--- src/rtl/loader_pkg.sv ---
// Shared types and constants for the boot-time program loader.
package loader_pkg;

  localparam int BYTE_W         = 8;
  localparam int WORD_W         = 32;
  localparam int BYTES_PER_WORD = 4;

  typedef enum logic [2:0] {
    S_IDLE  = 3'd0,
    S_DATA  = 3'd1,
    S_WRITE = 3'd2,
    S_CHECK = 3'd3,
    S_DONE  = 3'd4,
    S_ERR   = 3'd5
  } loader_state_t;

endpackage

--- src/rtl/byte_packer.sv ---
// Assembles little-endian bytes into 32-bit words; word_valid flags the 4th byte.
module byte_packer
  import loader_pkg::*;
(
  input  logic              clk,
  input  logic              rst,
  input  logic              clear,
  input  logic              in_en,
  input  logic [BYTE_W-1:0] in_byte,
  output logic [WORD_W-1:0] word,
  output logic              word_valid
);

  logic [WORD_W-1:0] word_q, word_d;
  logic [1:0]        idx_q, idx_d;

  always_comb begin
    word_d     = word_q;
    idx_d      = idx_q;
    word_valid = 1'b0;
    if (clear) begin
      word_d = '0;
      idx_d  = '0;
    end else if (in_en) begin
      word_d[{idx_q, 3'b000} +: BYTE_W] = in_byte;
      idx_d      = idx_q + 2'd1;
      word_valid = (idx_q == 2'(BYTES_PER_WORD - 1));
    end
  end

  // The word output includes the byte being accepted so the writer can
  // register the full word on the same edge as the 4th byte.
  assign word = word_d;

  always_ff @(posedge clk or posedge rst) begin
    if (rst) begin
      word_q <= '0;
      idx_q  <= '0;
    end else begin
      word_q <= word_d;
      idx_q  <= idx_d;
    end
  end

endmodule

--- src/rtl/program_loader.sv ---
// Byte-stream program loader: count, little-endian words, checksum; writes
// instruction memory and releases the CPU reset on a verified load.
module program_loader
  import loader_pkg::*;
#(
  parameter int NUM_WORDS = 32,
  parameter int ADDR_W    = 5
) (
  input  logic              clk,
  input  logic              rst,
  input  logic              in_valid,
  input  logic [7:0]        in_data,
  output logic              in_ready,
  output logic              load_mem_en,
  output logic [ADDR_W-1:0] load_mem_addr,
  output logic [31:0]       load_mem_data,
  output logic              cpu_rst_n,
  output logic              busy,
  output logic              done,
  output logic              err
);

  localparam logic [7:0] MAX_N = 8'(NUM_WORDS);

  loader_state_t     state_q, state_d;
  logic [7:0]        n_q, n_d;
  logic [7:0]        widx_q, widx_d;
  logic [7:0]        csum_q, csum_d;
  logic              load_mem_en_q, load_mem_en_d;
  logic [ADDR_W-1:0] load_mem_addr_q, load_mem_addr_d;
  logic [31:0]       load_mem_data_q, load_mem_data_d;
  logic              cpu_rst_n_q, cpu_rst_n_d;
  logic              busy_q, busy_d;
  logic              done_q, done_d;
  logic              err_q, err_d;

  logic              accept;
  logic              pk_clear, pk_en, pk_word_valid;
  logic [WORD_W-1:0] pk_word;

  assign in_ready = (state_q != S_WRITE);
  assign accept   = in_valid && in_ready;

  // A count byte may arrive in IDLE, DONE or ERR; each restarts the assembler.
  assign pk_clear = accept && (state_q == S_IDLE || state_q == S_DONE || state_q == S_ERR);
  assign pk_en    = accept && (state_q == S_DATA);

  byte_packer u_packer (
    .clk        (clk),
    .rst        (rst),
    .clear      (pk_clear),
    .in_en      (pk_en),
    .in_byte    (in_data),
    .word       (pk_word),
    .word_valid (pk_word_valid)
  );

  always_comb begin
    state_d         = state_q;
    n_d             = n_q;
    widx_d          = widx_q;
    csum_d          = csum_q;
    load_mem_en_d   = 1'b0;
    load_mem_addr_d = load_mem_addr_q;
    load_mem_data_d = load_mem_data_q;

    case (state_q)
      S_IDLE, S_DONE, S_ERR: begin
        if (accept) begin
          n_d    = in_data;
          widx_d = '0;
          csum_d = '0;
          if (in_data == 8'd0)       state_d = S_CHECK;
          else if (in_data > MAX_N)  state_d = S_ERR;
          else                       state_d = S_DATA;
        end
      end
      S_DATA: begin
        if (accept) begin
          csum_d = csum_q + in_data;
          if (pk_word_valid) begin
            state_d         = S_WRITE;
            load_mem_en_d   = 1'b1;
            load_mem_addr_d = widx_q[ADDR_W-1:0];
            load_mem_data_d = pk_word;
          end
        end
      end
      S_WRITE: begin
        if (widx_q == n_q - 8'd1) begin
          state_d = S_CHECK;
        end else begin
          widx_d  = widx_q + 8'd1;
          state_d = S_DATA;
        end
      end
      S_CHECK: begin
        if (accept) state_d = (in_data == csum_q) ? S_DONE : S_ERR;
      end
      default: state_d = S_IDLE;
    endcase

    // Status flags are decoded from the next state so they are registered
    // and line up with the state they describe.
    busy_d      = (state_d == S_DATA) || (state_d == S_WRITE) || (state_d == S_CHECK);
    done_d      = (state_d == S_DONE);
    err_d       = (state_d == S_ERR);
    cpu_rst_n_d = (state_d == S_DONE);
  end

  always_ff @(posedge clk or posedge rst) begin
    if (rst) begin
      state_q         <= S_IDLE;
      n_q             <= '0;
      widx_q          <= '0;
      csum_q          <= '0;
      load_mem_en_q   <= 1'b0;
      load_mem_addr_q <= '0;
      load_mem_data_q <= '0;
      cpu_rst_n_q     <= 1'b0;
      busy_q          <= 1'b0;
      done_q          <= 1'b0;
      err_q           <= 1'b0;
    end else begin
      state_q         <= state_d;
      n_q             <= n_d;
      widx_q          <= widx_d;
      csum_q          <= csum_d;
      load_mem_en_q   <= load_mem_en_d;
      load_mem_addr_q <= load_mem_addr_d;
      load_mem_data_q <= load_mem_data_d;
      cpu_rst_n_q     <= cpu_rst_n_d;
      busy_q          <= busy_d;
      done_q          <= done_d;
      err_q           <= err_d;
    end
  end

  assign load_mem_en   = load_mem_en_q;
  assign load_mem_addr = load_mem_addr_q;
  assign load_mem_data = load_mem_data_q;
  assign cpu_rst_n     = cpu_rst_n_q;
  assign busy          = busy_q;
  assign done          = done_q;
  assign err           = err_q;

endmodule

--- config.mk ---
export PLATFORM = sky130hd
export DESIGN_NAME = program_loader
export DESIGN_NICKNAME = d
export VERILOG_FILES = /design/src/rtl/loader_pkg.sv /design/src/rtl/byte_packer.sv /design/src/rtl/program_loader.sv
export SDC_FILE = /design/constraint.sdc
export NUM_CORES = 1
export LEC_CHECK = 0
export ABC_AREA = 1
export CORE_MARGIN = 5
export CORE_UTILIZATION = 56
export CTS_CLUSTER_SIZE = 14
export DETAILED_ROUTE_END_ITERATION = 10
export PLACE_DENSITY = 0.88
export SYNTH_ARGS = -nofsm -noshare
export SYNTH_HDL_FRONTEND = slang
export SYNTH_SLANG_ARGS = --single-unit
--- constraint.sdc ---
create_clock -name clk -period 3.85 [get_ports clk]
set_input_delay 0.385 -clock clk [delete_from_list [all_inputs] [get_ports clk]]
set_output_delay 0.385 -clock clk [all_outputs]
set_load 0.1 [all_outputs]
==> results of run 1 <==
==> registers in the layout (all words and copies together) (netlist names) <==
register / flops
load_mem_data: 32
u_packer.word_q: 24
csum_q: 8
n_q: 8
widx_q: 8
load_mem_addr: 5
state_q: 3
u_packer.idx_q: 2
busy: 1
done: 1
err: 1
load_mem_en: 1
==> power by group <==
part	switching [W]	internal, W
clock	0.000346	0.000451
sequential	0.000215	0.00135
combinational	0.00225	0.000766
total	0.00282	0.00256
==> layout by cell type, fill, tap and decap left out, types with 2 or more instances in the layout <==
cell,netlist,final
sky130_fd_sc_hd__nand2_1,169,169
sky130_fd_sc_hd__dfrtp_1,94,94
sky130_fd_sc_hd__inv_1,87,86
sky130_fd_sc_hd__clkdlybuf4s50_1,0,53
sky130_fd_sc_hd__o21ai_0,43,43
sky130_fd_sc_hd__nor2_1,41,41
sky130_fd_sc_hd__nand3_1,36,36
sky130_fd_sc_hd__a21oi_1,32,32
sky130_fd_sc_hd__a211oi_2,14,14
sky130_fd_sc_hd__ha_1,14,14
sky130_fd_sc_hd__clkbuf_8,0,10
sky130_fd_sc_hd__xor2_1,7,7
sky130_fd_sc_hd__nor3_1,5,5
sky130_fd_sc_hd__xnor2_1,5,5
sky130_fd_sc_hd__inv_2,5,5
sky130_fd_sc_hd__nand2_4,4,4
sky130_fd_sc_hd__nand4_1,3,3
sky130_fd_sc_hd__bufinv_16,0,3
sky130_fd_sc_hd__buf_4,2,3
sky130_fd_sc_hd__o22ai_1,2,2
sky130_fd_sc_hd__a31oi_1,2,2
sky130_fd_sc_hd__nand3_2,2,2
==> area by class of cell <==
cell class | instances | area [sq um]
Timing Repair Buffer | 56 | 553.0
Clock inverter | 5 | 106.4
Inverter | 93 | 357.8
Fill cell | 702 | 2894
Multi-Input combinational cell | 391 | 2053
Clock buffer | 11 | 141.4
Sequential cell | 94 | 2352
Tap cell | 108 | 135.1
==> tightest hold or removal path: stages, from the launching register on <==
cell and delay (ns):
sky130_fd_sc_hd__dfrtp_1 0.35, sky130_fd_sc_hd__nand2_1 0.06, sky130_fd_sc_hd__nand2_1 0.05
==> routing by layer <==
metal,wire length [microns],GRT usage
met5,0,0
met4,301,0.09462
met3,666,0.03823
met2,5403,0.3705
met1,4765,0.2916
==> kinds of logic after synthesis <==
family,synth area share
AND/OR/NAND/NOR,0.2313
buffers and inverters,0.09695
AO/OA/AOI/OAI,0.1280
flip-flops,0.4822
adder cells (fa/ha/maj),0.04001
XOR/XNOR,0.02154
==> path summary, 6_finish.rpt <==
kind | startpoint | end | slack (ns) | cells after the start
min in group asynchronous | rst | load_mem_data[17] | 0.55 | 2
setup reg to reg | u_packer.idx_q[0] | load_mem_data[17] | 1.25 | 10
setup / recovery | state_q[1] | in_ready | 1.24 | 2
hold / removal | load_mem_data[16] | load_mem_data[16] | 0.48 | 2
max in group asynchronous | rst | n_q[3] | 2.44 | 3
hold reg to reg | load_mem_data[16] | load_mem_data[16] | 0.48 | 2
==> metrics by stage <==
step	power (W)	hold WS (ns)	setup slack (ns)	cell area, sq um
after floorplan	0.003929	0.4528	1.016	4878
after global placement	0.004475	0.4670	1.101	5451
after detailed placement	0.004568	0.4664	0.9908	5451
after CTS	0.005379	0.4889	1.237	5699
after global routing	0.005705	0.5139	1.033	5699
final	0.005381	0.4838	1.245	5699
==> results.md, run 1 <==
- Status: finished clean
- Largest area contributor in the netlist: sky130_fd_sc_hd__dfrtp_1
- Max-cap violations: 0
- ANT nets after route: 0
- Period Utilization, post-route: 0.6767
- First-pass GRT wire length: 18.87 mm
- Maximum root-to-sink buffer count: 2
- Setup-violating endpoint count in the final report: 0
- Post-synth design cell area: 0.004878 sq mm
- HPWL after detailed placement: 7.684 mm
- Max-slew violations: 0
- Yosys cell types: 37
- Post-synth top area share: 0.4822
- Area of the die: 0.01068 sq mm
- Vias in the first global route: 4133
- Category of cells accounting for the largest share of critical-path delay: buffers and inverters
- Pwr dens: 944.1 mW/mm^2
- Maximum clock frequency: 0.3838 GHz
- Worst VDD drop: 0.6151 mV
- Number of antenna violations at the first check in global routing: 0
- DRC marker count from the first detailed-route iteration: 262
- Synth Net Count: 624
- Fraction of layout instances using a drive strength above 1: 0.07692
- Yosys warns: 0
- Quantity of hold-fixing buffers added after cts: 0
- Site row count: 34
- Clk slew on worst S/H paths: 0.09 ns
- Ratio of routed vias to standard cells: 5.464
- Critical Path Start Type: flop
- Setup TNS: 0 ns
- Number of sinks on the clock net: 94
- Area growth from synthesis to layout: 16.82%
- Commonest cells in the synthesized netlist: sky130_fd_sc_hd__nand2_1 (169), sky130_fd_sc_hd__dfrtp_1 (94), sky130_fd_sc_hd__inv_1 (87)
- Count of inserted antenna diode cells: 0
- Critical path class: reg -> out
- Total number of nets in the final design: 671
- Starting utilization of the core area: 0.5677
- CTS HTree Levels: 3
- Placed instance count: 742
- Drt pass-1 iters: 7
- Wire per inst: 14.69 microns
- Core region area: 0.008593 sq mm
- Clock buffers created by TritonCTS: 9
- Final hold vios: 0
- Count leader, synth: sky130_fd_sc_hd__nand2_1
- Routability congestion estimate from global placement: 0.9221
- Combined global-route utilization of all metal layers: 0.2237
- Boundary Pins: 54
- DR vias: 4142
- Number of flops mapped to enable cells by yosys: 0
- Insertion delay to the later sink of the worst-skew pair: 0.37 ns
- Die outline width: 103.3 microns
- Port Buffer Count: 53
- Delay of the slowest cell on the worst path: 1.17 ns
- LEAKAGE: 2.912 nW
- Finished Layout Cells: 758
- Critical path endpoint category: primary output
- RSZ-0062 raised after global routing: false
- Sum of routed wire length over all layers: 11.14 mm
- Synth top area cells: sky130_fd_sc_hd__dfrtp_1 (48%), sky130_fd_sc_hd__nand2_1 (13%), sky130_fd_sc_hd__inv_1 (6.7%), sky130_fd_sc_hd__o21ai_0 (4.4%), sky130_fd_sc_hd__nand3_1 (3.7%)
- Fraction of registers with async set or reset after synthesis: 1.000
- TritonCTS clock tree: yes
- Worst endpoint data arrival time: 2.22 ns
- Slowest cell on the critical path: sky130_fd_sc_hd__clkdlybuf4s50_1
- Post-CTS setup buffer count: 0
- Total grt overflow: 0
- Final clock skew: 0.01245 ns
- Total of flip-flops plus latches after synthesis: 94
- Biggest fanout along the worst timing path: 10
- DRC violation count after routing: 0
- Data required time of the critical path: 3.46 ns
- Rel. slew slack: 0.3183
- Series of cell instances along the critical path: nand3_2 -> clkdlybuf4s50_1
- CTS root buffer: sky130_fd_sc_hd__clkbuf_8
- Maximum number of pins on one net before global-route repair: 62
- Post-synthesis average cell area: 8.158 sq um
- Bufs and invs on worst path: 1
- Core occupancy in the finished layout: 0.6632
- Part of the Yosys area used for sequential elements: 0.4822
- Worst slew pin tran: 1.021 ns
- Syn Inst Count: 598
- Most frequently used flop master after synthesis: sky130_fd_sc_hd__dfrtp_1
- Type of the most critical hold path: reg -> reg
- Post-cts gate resize count: 0
- Final min period: 2.605 ns
- Vert. Die Dim: 103.3 microns
No activity file was read; power rests on OpenSTA's default activity.
==> inputs of run 2 (changes only) <==
clock period = 2.4 ns   (was 3.85 ns; I/O delays follow)
==> run 2 against run 1 <==
Against the previous run:
- core utilization is 1.1 points lower
- design area decreased by 1.7%
- critical path depth up 9
- sequential share of layout area increased by 0.71 points
- register-to-register slack worse by 0.77 ns
- first-iteration DRC count shrank 18%
- sequential cell count is the same
- cell count rose by 0.92%
- critical endpoint is now widx_q[0]
==> results.md, run 2 (synthesis gave the netlist of run 1 again) <==
- Status: finished clean
- Worst setup slack for register-to-register paths: 0.48 ns
- Worst slew pin tran: 0.6229 ns
- Critical Path Start Type: flop
- Bufs and invs on worst path: 1
- Reg2Reg Capture Point: widx_q[0]
- Series of cell instances along the critical path: inv_1 -> ha_1 -> nand3_1 -> nor2_1 -> nand2_1 -> nand2_1 -> nand2_1 -> nor2_1 -> nand3_2 -> nand3_1 -> nand2_1
- LEAKAGE: 2.985 nW
- Category of cells accounting for the largest share of critical-path delay: simple AND/OR/NAND/NOR gates
- Worst endpoint data arrival time: 2.18 ns
- Wire per inst: 14.54 microns
- Period Utilization, post-route: 0.7993
- Area growth from synthesis to layout: 14.85%
- Setup Slack @ Placement: 0.2021 ns
- Maximum clock frequency: 0.5213 GHz
- DR vias: 4106
- Worst path depth: 11
- Clk slew on worst S/H paths: 0.09 ns
- Quantity of hold-fixing buffers added after cts: 0
- Starting utilization of the core area: 0.5677
- Routability congestion estimate from global placement: 0.8329
- Max-slew violations: 0
- Data required time of the critical path: 2.66 ns
- Number of antenna violations at the first check in global routing: 0
- Critical path class: reg -> reg
- Drt pass-1 iters: 5
- Area of the die: 0.01068 sq mm
- Rel. slew slack: 0.5839
- CTS root buffer: sky130_fd_sc_hd__clkbuf_8
- Core occupancy in the finished layout: 0.6520
- Ratio of routed vias to standard cells: 5.367
- Reg2Reg Depth: 11
- Total grt overflow: 0
- Insertion delay to the later sink of the worst-skew pair: 0.37 ns
- Setup-violating endpoint count in the final report: 0
- Slowest cell on the critical path: sky130_fd_sc_hd__dfrtp_1
- Worst VDD drop: 1.449 mV
- Filler instances: 687
- Count of inserted antenna diode cells: 0
- Cell Area, Placed: 0.005431 sq mm
- Critical path endpoint category: flop
- Crit-path most repeated cell: sky130_fd_sc_hd__nand2_1
- Core region area: 0.008593 sq mm
- Maximum root-to-sink buffer count: 2
- RSZ-0062 raised after global routing: false
- Type of the most critical hold path: in -> async
- Fraction of layout instances using a drive strength above 1: 0.1537
- Worst slack on hold paths: 0.2864 ns
- Sum of routed wire length over all layers: 11.12 mm
- HPWL after detailed placement: 7.942 mm
- Port Buffer Count: 53
- Maximum number of pins on one net before global-route repair: 40
- RR Startpoint: n_q[0]
- TritonCTS clock tree: yes
- ANT nets after route: 0
- CTS HTree Levels: 3
- Total number of nets in the final design: 679
- Final min period: 1.918 ns
- Setup TNS: 0 ns
- Biggest fanout along the worst timing path: 8
- Crit path setup slack, layout: 0.4817 ns
- Vias in the first global route: 4133
- Combined global-route utilization of all metal layers: 0.2282
- Number of flip-flops in the largest register: 32
- Site row count: 34
- Max-cap violations: 0
- Clock buffers created by TritonCTS: 9
- Boundary Pins: 54
- DRC marker count from the first detailed-route iteration: 216
- Final clock skew: 0.01337 ns
- Number of sinks on the clock net: 94
- DRC violation count after routing: 0
- Pwr dens: 1481 mW/mm^2
- Most frequent cells in the layout: sky130_fd_sc_hd__nand2_1 (169), sky130_fd_sc_hd__dfrtp_1 (94), sky130_fd_sc_hd__inv_1 (86), sky130_fd_sc_hd__buf_4 (52), sky130_fd_sc_hd__o21ai_0 (43)
- Leading cell type in the layout, fill and taps excluded: sky130_fd_sc_hd__nand2_1
- First-pass GRT wire length: 19.25 mm
- Delay of the slowest cell on the worst path: 0.41 ns
- Die outline width: 103.3 microns
- Vert. Die Dim: 103.3 microns
- Post-cts gate resize count: 0
- Post-CTS setup buffer count: 0
- Final hold vios: 0
- Design area: 0.005603 sq mm
## run 2: cell types whose count changed in the layout (fill, tap and decap cells not counted), sizes merged
cell           delta
clkdlybuf4s50    -43
clkbuf            -2
buf              +51
bufinv            -3
inv               +1
clkinvlp          +3
## run 2: cell type report
class                           instances  area [sq um]  share of cell area
Sequential cell                        94          2352              0.4198
Multi-Input combinational cell        391          2053              0.3665
Timing Repair Buffer                   64         530.5             0.09469
Inverter                               93         360.3             0.06431
Tap cell                              108         135.1             0.02412
Clock buffer                            9         123.9             0.02211
Clock inverter                          6         47.55            0.008486
## run 2: layer usage
| layer | GRT usage | part of all wire |
|---|---|---|
| met1 | 0.3100 | 0.44 |
| met2 | 0.3735 | 0.49 |
| met3 | 0.04292 | 0.055 |
| met4 | 0.07072 | 0.017 |
| met5 | 0 | 0 |
## run 2: per-stage QoR
stage                     cells  total power, W
after floorplan             598        0.006303
after global placement      750        0.007186
after detailed placement    750        0.007332
after CTS                   765        0.008300
after global routing        765        0.008832
final                       765        0.008296
## run 2: where the power goes
| group | leakage [nW] | total, W | internal (W) | switching [W] |
|---|---|---|---|---|
| registers | 1.23 | 0.00249 | 0.00216 | 0.000325 |
| logic | 1.68 | 0.00485 | 0.00119 | 0.00366 |
| clock network | 0.0792 | 0.000960 | 0.000378 | 0.000582 |
## run 2: worst max-delay path by stage
stage               start         to  slack (ns)
2_1_floorplan  state_q[2]       busy        0.59
3_3_place_gp   in_data[0]  csum_q[6]        0.26
3_5_place_dp   in_data[0]  csum_q[6]        0.20
4_1_cts            n_q[0]  widx_q[0]        0.49
5_1_grt            n_q[0]  widx_q[5]        0.23
6_report           n_q[0]  widx_q[0]        0.48
==> inputs of run 3 (changes only) <==
CORE_UTILIZATION = 51   (was 56)
PLACE_DENSITY = 0.85   (was 0.88)
clock period = 1.62 ns   (was 2.4 ns; I/O delays follow)
==> run 3 against run 2 <==
Against the previous run:
- the run now ends with negative setup slack left
- clock power rose by 65%
- core utilization is 14 points higher
- clock skew grew 0.0040 ns
- sequential cell count stayed put
- design area is 31% higher
- critical path depth is 1 higher
- cell count up 13%
- count of clock-buffer cells in the layout increased by 1
- global-route usage grew 1.8 points
- first-iteration DRC count increased by 140%
- critical endpoint is now widx_q[7]
- highest routed layer unchanged
==> results.md, run 3 (synthesis gave the netlist of run 1 again) <==
- Combined global-route utilization of all metal layers: 0.2462
- LEAKAGE: 3.590 nW
- Filler instances: 495
- Crit path setup slack, layout: -0.2735 ns
- Boundary Pins: 54
- Vias in the first global route: 4853
- Overall power after layout: 0.01671 W
- Bufs and invs on worst path: 1
- Period Utilization, post-route: 1.169
- Leading cell type in the layout, fill and taps excluded: sky130_fd_sc_hd__nand2_1
- Type of the most critical hold path: in -> async
- Placed instance count: 818
- CTS root buffer: sky130_fd_sc_hd__clkbuf_8
- Total grt overflow: 0
- RSZ-0062 raised after global routing: true
- Number of antenna violations at the first check in global routing: 0
- Quantity of hold-fixing buffers added after cts: 0
- Vert. Die Dim: 107.8 microns
- Ratio of routed vias to standard cells: 5.957
- Die outline width: 107.8 microns
- TritonCTS clock tree: yes
- Slowest cell on the critical path: sky130_fd_sc_hd__dfrtp_1
- DR vias: 5147
- Final hold vios: 0
- Number of sinks on the clock net: 94
- Sum of routed wire length over all layers: 17.62 mm
- First-pass GRT wire length: 22.89 mm
- Worst slew pin tran: 0.5024 ns
- Count of inserted antenna diode cells: 0
- Pwr dens: 2271 mW/mm^2
- Max-slew violations: 0
- Drt pass-1 iters: 5
- Crit-path most repeated cell: sky130_fd_sc_hd__nand2_1
- Maximum number of pins on one net before global-route repair: 48
- Clock buffers created by TritonCTS: 9
- Number of flip-flops in the largest register: 32
- Rel. slew slack: 0.6615
- Core region area: 0.009284 sq mm
- Data required time of the critical path: 1.89 ns
- Timing startpoint of the critical path: n_q[3]
- Critical Path Start Type: flop
- Area growth from synthesis to layout: 50.86%
- Finished Layout Cells: 864
- Status: finished, violations left
- Critical path class: reg -> reg
- Fraction of layout instances using a drive strength above 1: 0.3619
- Area of the die: 0.01162 sq mm
- Total length of routed met3 wires: 1.528 mm
- Violated checks: negative setup slack
- Final min period: 1.893 ns
- Routability congestion estimate from global placement: 0.9514
- CTS HTree Levels: 3
- Critical path endpoint category: flop
- Setup-violating endpoint count in the final report: 49
- Insertion delay to the later sink of the worst-skew pair: 0.39 ns
- Maximum clock frequency: 0.5281 GHz
- Setup TNS: -6.092 ns
- Clk slew on worst S/H paths: 0.10 ns
- Final clock skew: 0.01735 ns
- ANT nets after route: 0
- Wire per inst: 20.39 microns
- Highest routing layer actually used: met4
- HPWL after detailed placement: 9.080 mm
- Category of cells accounting for the largest share of critical-path delay: simple AND/OR/NAND/NOR gates
- DRC marker count from the first detailed-route iteration: 515
- Wire length on met1: 6.147 mm
- WL met2: 8.621 mm
- Worst VDD drop: 1.666 mV
- Multi-input gate area: 0.002529 sq mm
- Biggest fanout along the worst timing path: 8
- Series of cell instances along the critical path: inv_1 -> nand2_1 -> nor2_1 -> nand2_1 -> nand2_1 -> nand2_1 -> nand2_1 -> nor2_4 -> nand2_2 -> nand2_4 -> nand3_1 -> nand2_1
- Maximum root-to-sink buffer count: 2
- Site row count: 35
- RR Startpoint: n_q[3]
- Port Buffer Count: 53
- Max-cap violations: 0
- Footprint of the flip-flops and latches: 0.002352 sq mm
- Starting utilization of the core area: 0.5255
- Most frequent cells in the layout: sky130_fd_sc_hd__nand2_1 (163), sky130_fd_sc_hd__dfrtp_1 (94), sky130_fd_sc_hd__inv_1 (75), sky130_fd_sc_hd__buf_4 (71), sky130_fd_sc_hd__buf_12 (50)
- Total number of nets in the final design: 756
- Delay of the slowest cell on the worst path: 0.42 ns
- Worst endpoint data arrival time: 2.16 ns
- DRC violation count after routing: 0
[run 3: final timing paths]
| kind | end | slack, ns | depth (start not counted) |
|---|---|---|---|
| min reg2reg | csum_q[5] | 0.53 | 2 |
| min | done | 0.04 | 2 |
| max reg2reg | widx_q[7] | -0.27 | 12 |
| max | widx_q[7] | -0.27 | 12 |
| max in group asynchronous | n_q[2] | 1.10 | 3 |
| min in group clk | csum_q[5] | 0.53 | 2 |
[run 3: timing repair]
item | CTS | global route
gates resized for setup | 42 | 105
buffers inserted | 10 | 20
hold endpoints to repair | 0 | 0
endpoints found under the setup margin | 54 | 58
pin swaps | 23 | 46
[run 3: power breakdown]
| part | leakage [nW] | total [W] | switching (W) | internal (W) |
|---|---|---|---|---|
| registers | 1.23 | 0.00403 | 0.000824 | 0.00320 |
| logic | 2.27 | 0.0111 | 0.00693 | 0.00417 |
| clock network | 0.0954 | 0.00158 | 0.000955 | 0.000628 |
[run 3: through the flow]
| step | cell area (sq um) | setup slack (ns) | utilization | hold slack (ns) |
|---|---|---|---|---|
| after floorplan | 4900 | 0.004131 | - | 0.2830 |
| after global placement | 6416 | -0.3508 | 0.6911 | 0.4460 |
| after detailed placement | 6416 | -0.4434 | 0.6911 | 0.4469 |
| after CTS | 6873 | -0.08998 | 0.7403 | 0.05305 |
| after global routing | 7360 | -0.3598 | 0.7927 | 0.05557 |
| final | 7360 | -0.2735 | 0.7927 | 0.04319 |
[run 3: metal layers]
layer	vias to the layer above	track usage
li1	2158	-
met1	2457	0.3005
met2	386	0.4214
met3	146	0.04379
met4	0	0.1154
met5	-	0
[run 3: final cells by class]
| cell class | instances | share of cell area |
|---|---|---|
| clock buffer | 10 | 0.01870 |
| clock inverter | 6 | 0.007310 |
| timing repair buffer | 141 | 0.2378 |
| multi-input combinational | 391 | 0.3436 |
| inverter | 93 | 0.05100 |
| tap | 129 | 0.02193 |
| sequential | 94 | 0.3196 |
